[src/rtl/agc_gain16_if.sv]
// Sample and gain-code bundle between the log multiplier and the AGC stage.
// Latency: none (wires only).
// Backpressure: none; the AGC accepts one sample per clock unconditionally.
//
// Signals: dix/diy/iv carry the I/Q sample with its valid flag. gain/gv carry
// the gain code with its update strobe. mag/st expose the magnitude and state.
// hold (freeze) exists only when AGC_HOLD_EN is defined.
interface agc_gain16_if;
  logic signed [15:0] dix;
  logic signed [15:0] diy;
  logic               iv;
  logic        [15:0] gain;
  logic               gv;
  logic        [15:0] mag;
  logic        [1:0]  st;
`ifdef AGC_HOLD_EN
  logic               hold;
`endif

  // master: the sample source (multiplier side / testbench)
  modport master (
    output dix, diy, iv,
`ifdef AGC_HOLD_EN
    output hold,
`endif
    input  gain, gv, mag, st
  );

  // slave: the AGC stage itself
  modport slave (
    input  dix, diy, iv,
`ifdef AGC_HOLD_EN
    input  hold,
`endif
    output gain, gv, mag, st
  );
endinterface

[src/rtl/agc_gain16.sv]
// AGC loop stage: |I|,|Q| -> magnitude estimate -> attack/hang/decay gain code.
// Latency: sample with iv at edge n updates gain/mag/st at edge n+3 (gv for 1 clk).
// Backpressure: none; one sample per clock, gaps in iv leave all state untouched.
//
// Ports: clk (rising edge), rst (synchronous, active high),
//   io.dix/io.diy/io.iv  signed I/Q sample with valid,
//   io.gain/io.gv        gain code ([15:12] exp, [11:0] mantissa) and update strobe,
//   io.mag/io.st         last processed magnitude, state (0 DECAY, 1 ATTACK, 2 HANG),
//   io.hold              freeze gain/hang/state; only when AGC_HOLD_EN is defined.
module agc_gain16 #(
  parameter logic [15:0] TARGET      = 16'h4000,
  parameter logic [15:0] ATTACK_STEP = 16'd256,
  parameter logic [15:0] DECAY_STEP  = 16'd1,
  parameter logic [15:0] HANG        = 16'd4,
  parameter logic [15:0] GINIT       = 16'h8000,
  parameter logic [15:0] GMAX        = 16'hF800
) (
  input  logic          clk,
  input  logic          rst,
  agc_gain16_if.slave   io
);

  typedef enum logic [1:0] {
    ST_DECAY  = 2'd0,
    ST_ATTACK = 2'd1,
    ST_HANG   = 2'd2
  } st_t;

  // ---------------------------------------------------------------------------
  // Valid pipeline (reset flushes everything in flight)
  // ---------------------------------------------------------------------------
  logic r_v0, r_v1, r_v2;

  always_ff @(posedge clk) begin
    if (rst) begin
      r_v0 <= 1'b0;
      r_v1 <= 1'b0;
      r_v2 <= 1'b0;
    end else begin
      r_v0 <= io.iv;
      r_v1 <= r_v0;
      r_v2 <= r_v1;
    end
  end

  // ---------------------------------------------------------------------------
  // Stage 0: input capture. Stage 1: absolute values. Stage 2: magnitude.
  // Data registers carry no reset; only the valid bits qualify them.
  // ---------------------------------------------------------------------------
  logic signed [15:0] r_dix, r_diy;
  logic        [15:0] r_ax, r_ay;
  logic        [15:0] r_mag2;

  logic [15:0] w_ax, w_ay;
  logic [15:0] w_max, w_min, w_half;
  logic [16:0] w_sum;
  logic [15:0] w_mag;

  // Two's-complement negate as unsigned: -32768 maps to 16'h8000 = 32768,
  // which is exactly representable, so no wrap.
  assign w_ax   = r_dix[15] ? (~r_dix + 16'd1) : r_dix;
  assign w_ay   = r_diy[15] ? (~r_diy + 16'd1) : r_diy;

  assign w_max  = (r_ax >= r_ay) ? r_ax : r_ay;
  assign w_min  = (r_ax >= r_ay) ? r_ay : r_ax;
  assign w_half = w_min >> 1;
  assign w_sum  = {1'b0, w_max} + {1'b0, w_half};
  assign w_mag  = w_sum[16] ? 16'hFFFF : w_sum[15:0];

  always_ff @(posedge clk) begin
    r_dix  <= io.dix;
    r_diy  <= io.diy;
    r_ax   <= w_ax;
    r_ay   <= w_ay;
    r_mag2 <= w_mag;
  end

  // ---------------------------------------------------------------------------
  // Stage 3: attack/hang/decay decision and gain update
  // ---------------------------------------------------------------------------
  logic        w_hold;
`ifdef AGC_HOLD_EN
  assign w_hold = io.hold;
`else
  assign w_hold = 1'b0;
`endif

  st_t         r_st,   w_st_nxt;
  logic [15:0] r_gain, w_gain_nxt;
  logic [15:0] r_hang, w_hang_nxt;
  logic [15:0] r_mag;
  logic        r_gv;

  // 17-bit arithmetic: bit 16 of the difference is the borrow (floor at 0);
  // the sum is compared in 17 bits so it can never wrap past GMAX.
  logic [16:0] w_sub, w_add;
  assign w_sub = {1'b0, r_gain} - {1'b0, ATTACK_STEP};
  assign w_add = {1'b0, r_gain} + {1'b0, DECAY_STEP};

  always_ff @(posedge clk) begin
    if (rst) begin
      r_st   <= ST_DECAY;
      r_gain <= GINIT;
      r_hang <= 16'd0;
      r_mag  <= 16'd0;
      r_gv   <= 1'b0;
    end else begin
      r_st   <= w_st_nxt;
      r_gain <= w_gain_nxt;
      r_hang <= w_hang_nxt;
      r_gv   <= r_v2;
      if (r_v2) begin
        r_mag <= r_mag2;
      end
    end
  end

  always_comb begin
    w_st_nxt   = r_st;
    w_gain_nxt = r_gain;
    w_hang_nxt = r_hang;
    if (r_v2 && !w_hold) begin
      if (r_mag2 > TARGET) begin
        w_gain_nxt = w_sub[16] ? 16'd0 : w_sub[15:0];
        w_hang_nxt = HANG;
        w_st_nxt   = ST_ATTACK;
      end else if (r_hang != 16'd0) begin
        w_hang_nxt = r_hang - 16'd1;
        w_st_nxt   = ST_HANG;
      end else begin
        // Also pulls an over-range GINIT down to GMAX on the first decay.
        w_gain_nxt = (w_add > {1'b0, GMAX}) ? GMAX : w_add[15:0];
        w_st_nxt   = ST_DECAY;
      end
    end
  end

  assign io.gain = r_gain;
  assign io.gv   = r_gv;
  assign io.mag  = r_mag;
  assign io.st   = r_st;

endmodule

[src/flat_wrapper.sv]
// flat-port wrapper written by rule: the top's interface ports become plain ports
module agc_gain16_flat 
#(
  parameter logic [15:0] TARGET      = 16'h4000,
  parameter logic [15:0] ATTACK_STEP = 16'd256,
  parameter logic [15:0] DECAY_STEP  = 16'd1,
  parameter logic [15:0] HANG        = 16'd4,
  parameter logic [15:0] GINIT       = 16'h8000,
  parameter logic [15:0] GMAX        = 16'hF800
)
  (clk, rst, io_dix, io_diy, io_iv, io_gain, io_gv, io_mag, io_st);
  agc_gain16_if io_i ();
  input  logic clk;
  input  logic rst;
  input wire logic [$bits(io_i.dix)-1:0] io_dix;
  input wire logic [$bits(io_i.diy)-1:0] io_diy;
  input wire logic [$bits(io_i.iv)-1:0] io_iv;
  output wire logic [$bits(io_i.gain)-1:0] io_gain;
  output wire logic [$bits(io_i.gv)-1:0] io_gv;
  output wire logic [$bits(io_i.mag)-1:0] io_mag;
  output wire logic [$bits(io_i.st)-1:0] io_st;
  assign io_i.dix = io_dix;
  assign io_i.diy = io_diy;
  assign io_i.iv = io_iv;
  assign io_gain = io_i.gain;
  assign io_gv = io_i.gv;
  assign io_mag = io_i.mag;
  assign io_st = io_i.st;
  agc_gain16 #(.TARGET(TARGET), .ATTACK_STEP(ATTACK_STEP), .DECAY_STEP(DECAY_STEP), .HANG(HANG), .GINIT(GINIT), .GMAX(GMAX)) u_core (.clk(clk), .rst(rst), .io(io_i));
endmodule
[config.mk]
export PLATFORM = sky130hd
export DESIGN_NAME = agc_gain16_flat
export DESIGN_NICKNAME = d
export VERILOG_FILES = /design/src/rtl/agc_gain16_if.sv /design/src/rtl/agc_gain16.sv /design/src/flat_wrapper.sv
export SDC_FILE = /design/constraint.sdc
export NUM_CORES = 1
export LEC_CHECK = 0
export BUFFER_PORTS_ARGS = -buffer_cell sky130_fd_sc_hd__buf_2
export CORE_ASPECT_RATIO = 0.7
export CORE_MARGIN = 3
export CORE_UTILIZATION = 35
export CTS_CLUSTER_DIAMETER = 150
export CTS_CLUSTER_SIZE = 14
export DETAILED_ROUTE_END_ITERATION = 16
export PLACE_DENSITY = 0.5
export SKIP_CTS_REPAIR_TIMING = 1
export SYNTH_ARGS = -nofsm -noshare
export SYNTH_HDL_FRONTEND = slang
export SYNTH_SLANG_ARGS = --single-unit
[constraint.sdc]
create_clock -name clk -period 11.7 [get_ports clk]
set_input_delay 2.34 -clock clk [delete_from_list [all_inputs] [get_ports clk]]
set_output_delay 2.34 -clock clk [all_outputs]
set_load 0.02 [all_outputs]
==> reports/results.txt <==
Ys async rst share -> 0%
Mapped Area -> 6690 sq um
Depth of the CTS H-tree -> 4
Pin count of the biggest net entering global routing -> 56
Total power -> 1.49 mW
Post-DRT Antenna Nets -> 0
Core Area -> 18400 sq um
N_diodes -> 0
Reg power frac -> 38.2%
DR vias -> 5670
Min cycle time layout -> 5.23 ns
Fin Setup TNS -> 0 ns
Max VDD drop -> 98.6 uV
Actual slew at the worst max-slew pin -> 1.03 ns
Clk Latency, worst-skew pair -> 0.42 ns
CTS tree -> yes
Clk pwr share -> 34.7%
Setup Skew -> 0.0112 ns
Crit Path Max Fanout -> 24
EDFF count, synth -> 0
Placed Cells -> 1043
Fin. max-slew vios -> 0
CP endpoint kind -> flip-flop
IO Port Bufs -> 69
Crit path DAT -> 5.54 ns
Filler cells -> 1823
Pleak -> 3.25 nW
Worst slew margin -> 31.3%
Worst r2r dst -> u_core.r_mag2[1]
Logic pwr share -> 27.1%
Clk sinks -> 134
Vias/cell -> 5.28
Die Area -> 20800 sq um
Outcome -> finished, final reports clean
Cells after Synth -> 767
Routed Wire Length -> 16700 microns
Design area -> 7790 sq um
DRT iter0 DRCs -> 467
DP Area -> 7220 sq um
Internal Power -> 990 uW
Multi-input logic area -> 3730 sq um
Hold Path Depth -> 0
Flop-to-flop setup slack -> 6.47 ns
Register area -> 2680 sq um
Type of the worst setup path -> flip-flop to flip-flop
#FFs+latches synth -> 134
CTS Root Cell -> clkbuf_16
Initial antenna violation count -> 0
Clock transition at path regs -> 0.06 ns
GRT overflow -> 0
Drt drc -> 0
Area grow syn2layout -> 16.5%
Switching part of the total power -> 33.4%
Setup crit start kind -> flip-flop
Total clock buffers created by CTS -> 17
RSZ-0062 raised after global routing -> false
Avg Cell Area, Syn -> 8.72 sq um
Pwr dens -> 191 nW/um^2
DR WL/cell -> 15.5 microns
GRT Util Overall -> 16.7%
Vias in the first global route -> 5313
R2R depth -> 18
Hold EP -> u_core.r_ax[0]
First-pass GRT wire length -> 27400 microns
Rows -> 41
Max Cap Violations -> 0
Ys Warns -> 0
Fmax -> 191 MHz
R2r startpoint -> u_core.r_ay[2]
Final period util -> 44.7%
CTS Buffer Depth -> 2
Hold Crit Class -> flip-flop to flip-flop
Final cell count without fillers -> 1074
Ys flop type -> dfxtp_1
Hold_sp -> u_core.r_dix[0]
DRT Pass-1 Iters -> 5
Initial Utilization -> 36.4%
Endpoints failing setup -> 0
Io pins -> 70
Syn nets -> 841
Post-synth cell types -> 63
Endpoints failing hold -> 0
RD Place Congestion -> 0.874
Share of cells above drive strength 1 -> 16.3%
Post-synthesis sequential area ratio -> 40.1%
P_sw -> 496 uW
Chip width -> 171 microns
Dpl hpwl -> 12600 microns
CP Data Required Time -> 12.01 ns
Chip Height -> 122 microns
Final nets -> 900
-- worst max path at each step --
stage | startpoint | to | slack, ns | cells past startpoint
after detailed placement | u_core.r_ay[2] | u_core.r_mag2[0] | 6.49 | 18
after global routing | u_core.r_ay[2] | u_core.r_mag2[0] | 5.93 | 18
after global placement | u_core.r_ay[5] | u_core.r_mag2[1] | 6.66 | 18
after CTS | u_core.r_ay[2] | u_core.r_mag2[0] | 6.49 | 18
final | u_core.r_ay[2] | u_core.r_mag2[1] | 6.47 | 18
after floorplan | u_core.r_ay[5] | u_core.r_mag2[1] | 7.11 | 19
-- layout make-up --
class                   count  share of cell area, %
multi-input cells         562                   47.8
flip-flops and latches    134                   34.4
clock buffers              19                   5.81
repair buffers             72                   4.72
well taps                 236                   3.79
inverters                  39                   1.88
clock inverters            12                   1.54
-- layout by cell type (no fill, tap or decap), drive strengths merged, types with 16 or more instances in the layout --
cell type,netlist,layout
nand2,68,68
buf,7,72
mux2,16,16
nor3,31,31
nand3,24,24
nor2,61,61
ha,38,38
mux2i,21,21
clkbuf,25,19
a21oi,30,30
o21ai,55,55
xnor2,27,27
dfxtp,134,134
nand2b,16,16
inv,39,43
-- logic make-up after synthesis --
kind of cell	after synthesis	share of synthesized area, %
AOI/OAI and AO/OA	170	16.3
xor gates and xnor gates	37	4.84
adders and majority gates	39	7.41
buffers and inverters	71	4.25
DFF	134	40.1
muxes	37	5.84
and+or+nand+nor	279	21.2
-- power by group through the flow --
| stage | logic (mW) | clock network (mW) | registers (mW) |
|---|---|---|---|
| 6_report | 0.403 | 0.516 | 0.567 |
| 4_1_cts | 0.403 | 0.532 | 0.567 |
| 3_5_place_dp | 0.399 | 0 | 0.577 |
| 5_1_grt | 0.460 | 0.550 | 0.574 |
| 2_1_floorplan | 0.309 | 0 | 0.557 |
| 3_3_place_gp | 0.396 | 0 | 0.576 |
-- critical path: stages, from the launching register on --
cell      delay, ns
dfxtp_1        0.33
inv_1          0.06
ha_1           0.30
nand2_1        0.05
o21ai_0        0.24
a31o_2         0.24
a211oi_1       0.10
o21ai_2        0.63
buf_4          0.38
mux2_2         0.37
ha_1           0.23
fa_1           0.43
a211oi_1       0.33
o211ai_1       0.19
nand4_1        0.19
a21oi_1        0.11
o21ai_0        0.25
a22oi_1        0.30
or2_2          0.36
-- Yosys cell counts, drive strengths merged (2+ instances only) --
| cell | n | area [sq um] |
|---|---|---|
| o211a | 2 | 20.0 |
| o21ai | 55 | 287 |
| a21oi | 30 | 150 |
| nor2 | 61 | 229 |
| xor2 | 10 | 87.6 |
| or4 | 3 | 26.3 |
| o22ai | 3 | 18.8 |
| a21boi | 3 | 22.5 |
| nor3 | 31 | 160 |
| nand2 | 68 | 255 |
| xnor2 | 27 | 236 |
| a221o | 2 | 20.0 |
| ha | 38 | 475 |
| and4 | 4 | 35.0 |
| clkbuf | 25 | 93.8 |
| mux2i | 21 | 210 |
| inv | 39 | 146 |
| or2 | 7 | 43.8 |
| and2 | 3 | 18.8 |
| or3 | 15 | 93.8 |
| o21a | 3 | 22.5 |
| a211oi | 8 | 65.1 |
| o31ai | 9 | 67.6 |
| dfxtp | 134 | 2680 |
| nor2b | 5 | 31.3 |
| nand2b | 16 | 103 |
| buf | 7 | 43.8 |
| a21o | 12 | 90.1 |
| a311oi | 5 | 43.8 |
| a31oi | 13 | 81.3 |
| o21bai | 4 | 30.0 |
| nand4 | 10 | 62.6 |
| nand3 | 24 | 133 |
| nor4b | 3 | 26.3 |
| mux2 | 16 | 180 |
| a41oi | 2 | 17.5 |
| nand3b | 6 | 45.0 |
| o211ai | 8 | 60.1 |
| nor4 | 9 | 62.6 |
| and3 | 11 | 68.8 |
| a22oi | 3 | 22.5 |
-- sequential cells by signal, summed over array words and instances (netlist names) --
name            cells
u_core.r_v1         1
u_core.io.st        2
u_core.r_dix       16
u_core.io.mag      16
u_core.r_diy       16
u_core.r_v0         1
u_core.r_mag2      16
u_core.io.gv        1
u_core.io.gain     16
u_core.r_ay        16
u_core.r_hang      16
u_core.r_v2         1
u_core.r_ax        16
-- metrics by stage --
stage               util (%)  setup WS [ns]  hold slack [ns]
floorplan                  -           7.11            0.352
global placement        39.3           6.66            0.379
detailed placement      39.3           6.49            0.368
CTS                     42.4           6.49            0.377
global route            42.4           5.93            0.386
finish                  42.4           6.47            0.376
-- routing by layer --
| metal | global-route usage, % | vias to the layer above | share of wire, % |
|---|---|---|---|
| met3 | 3.70 | 14 | 5.1 |
| met4 | 4.67 | 0 | 1.0 |
| met5 | 0 | - | 0 |
| met1 | 26.8 | 2650 | 56 |
| met2 | 21.9 | 143 | 38 |
| li1 | - | 2863 | - |
No activity file was read; power rests on OpenSTA's default activity.
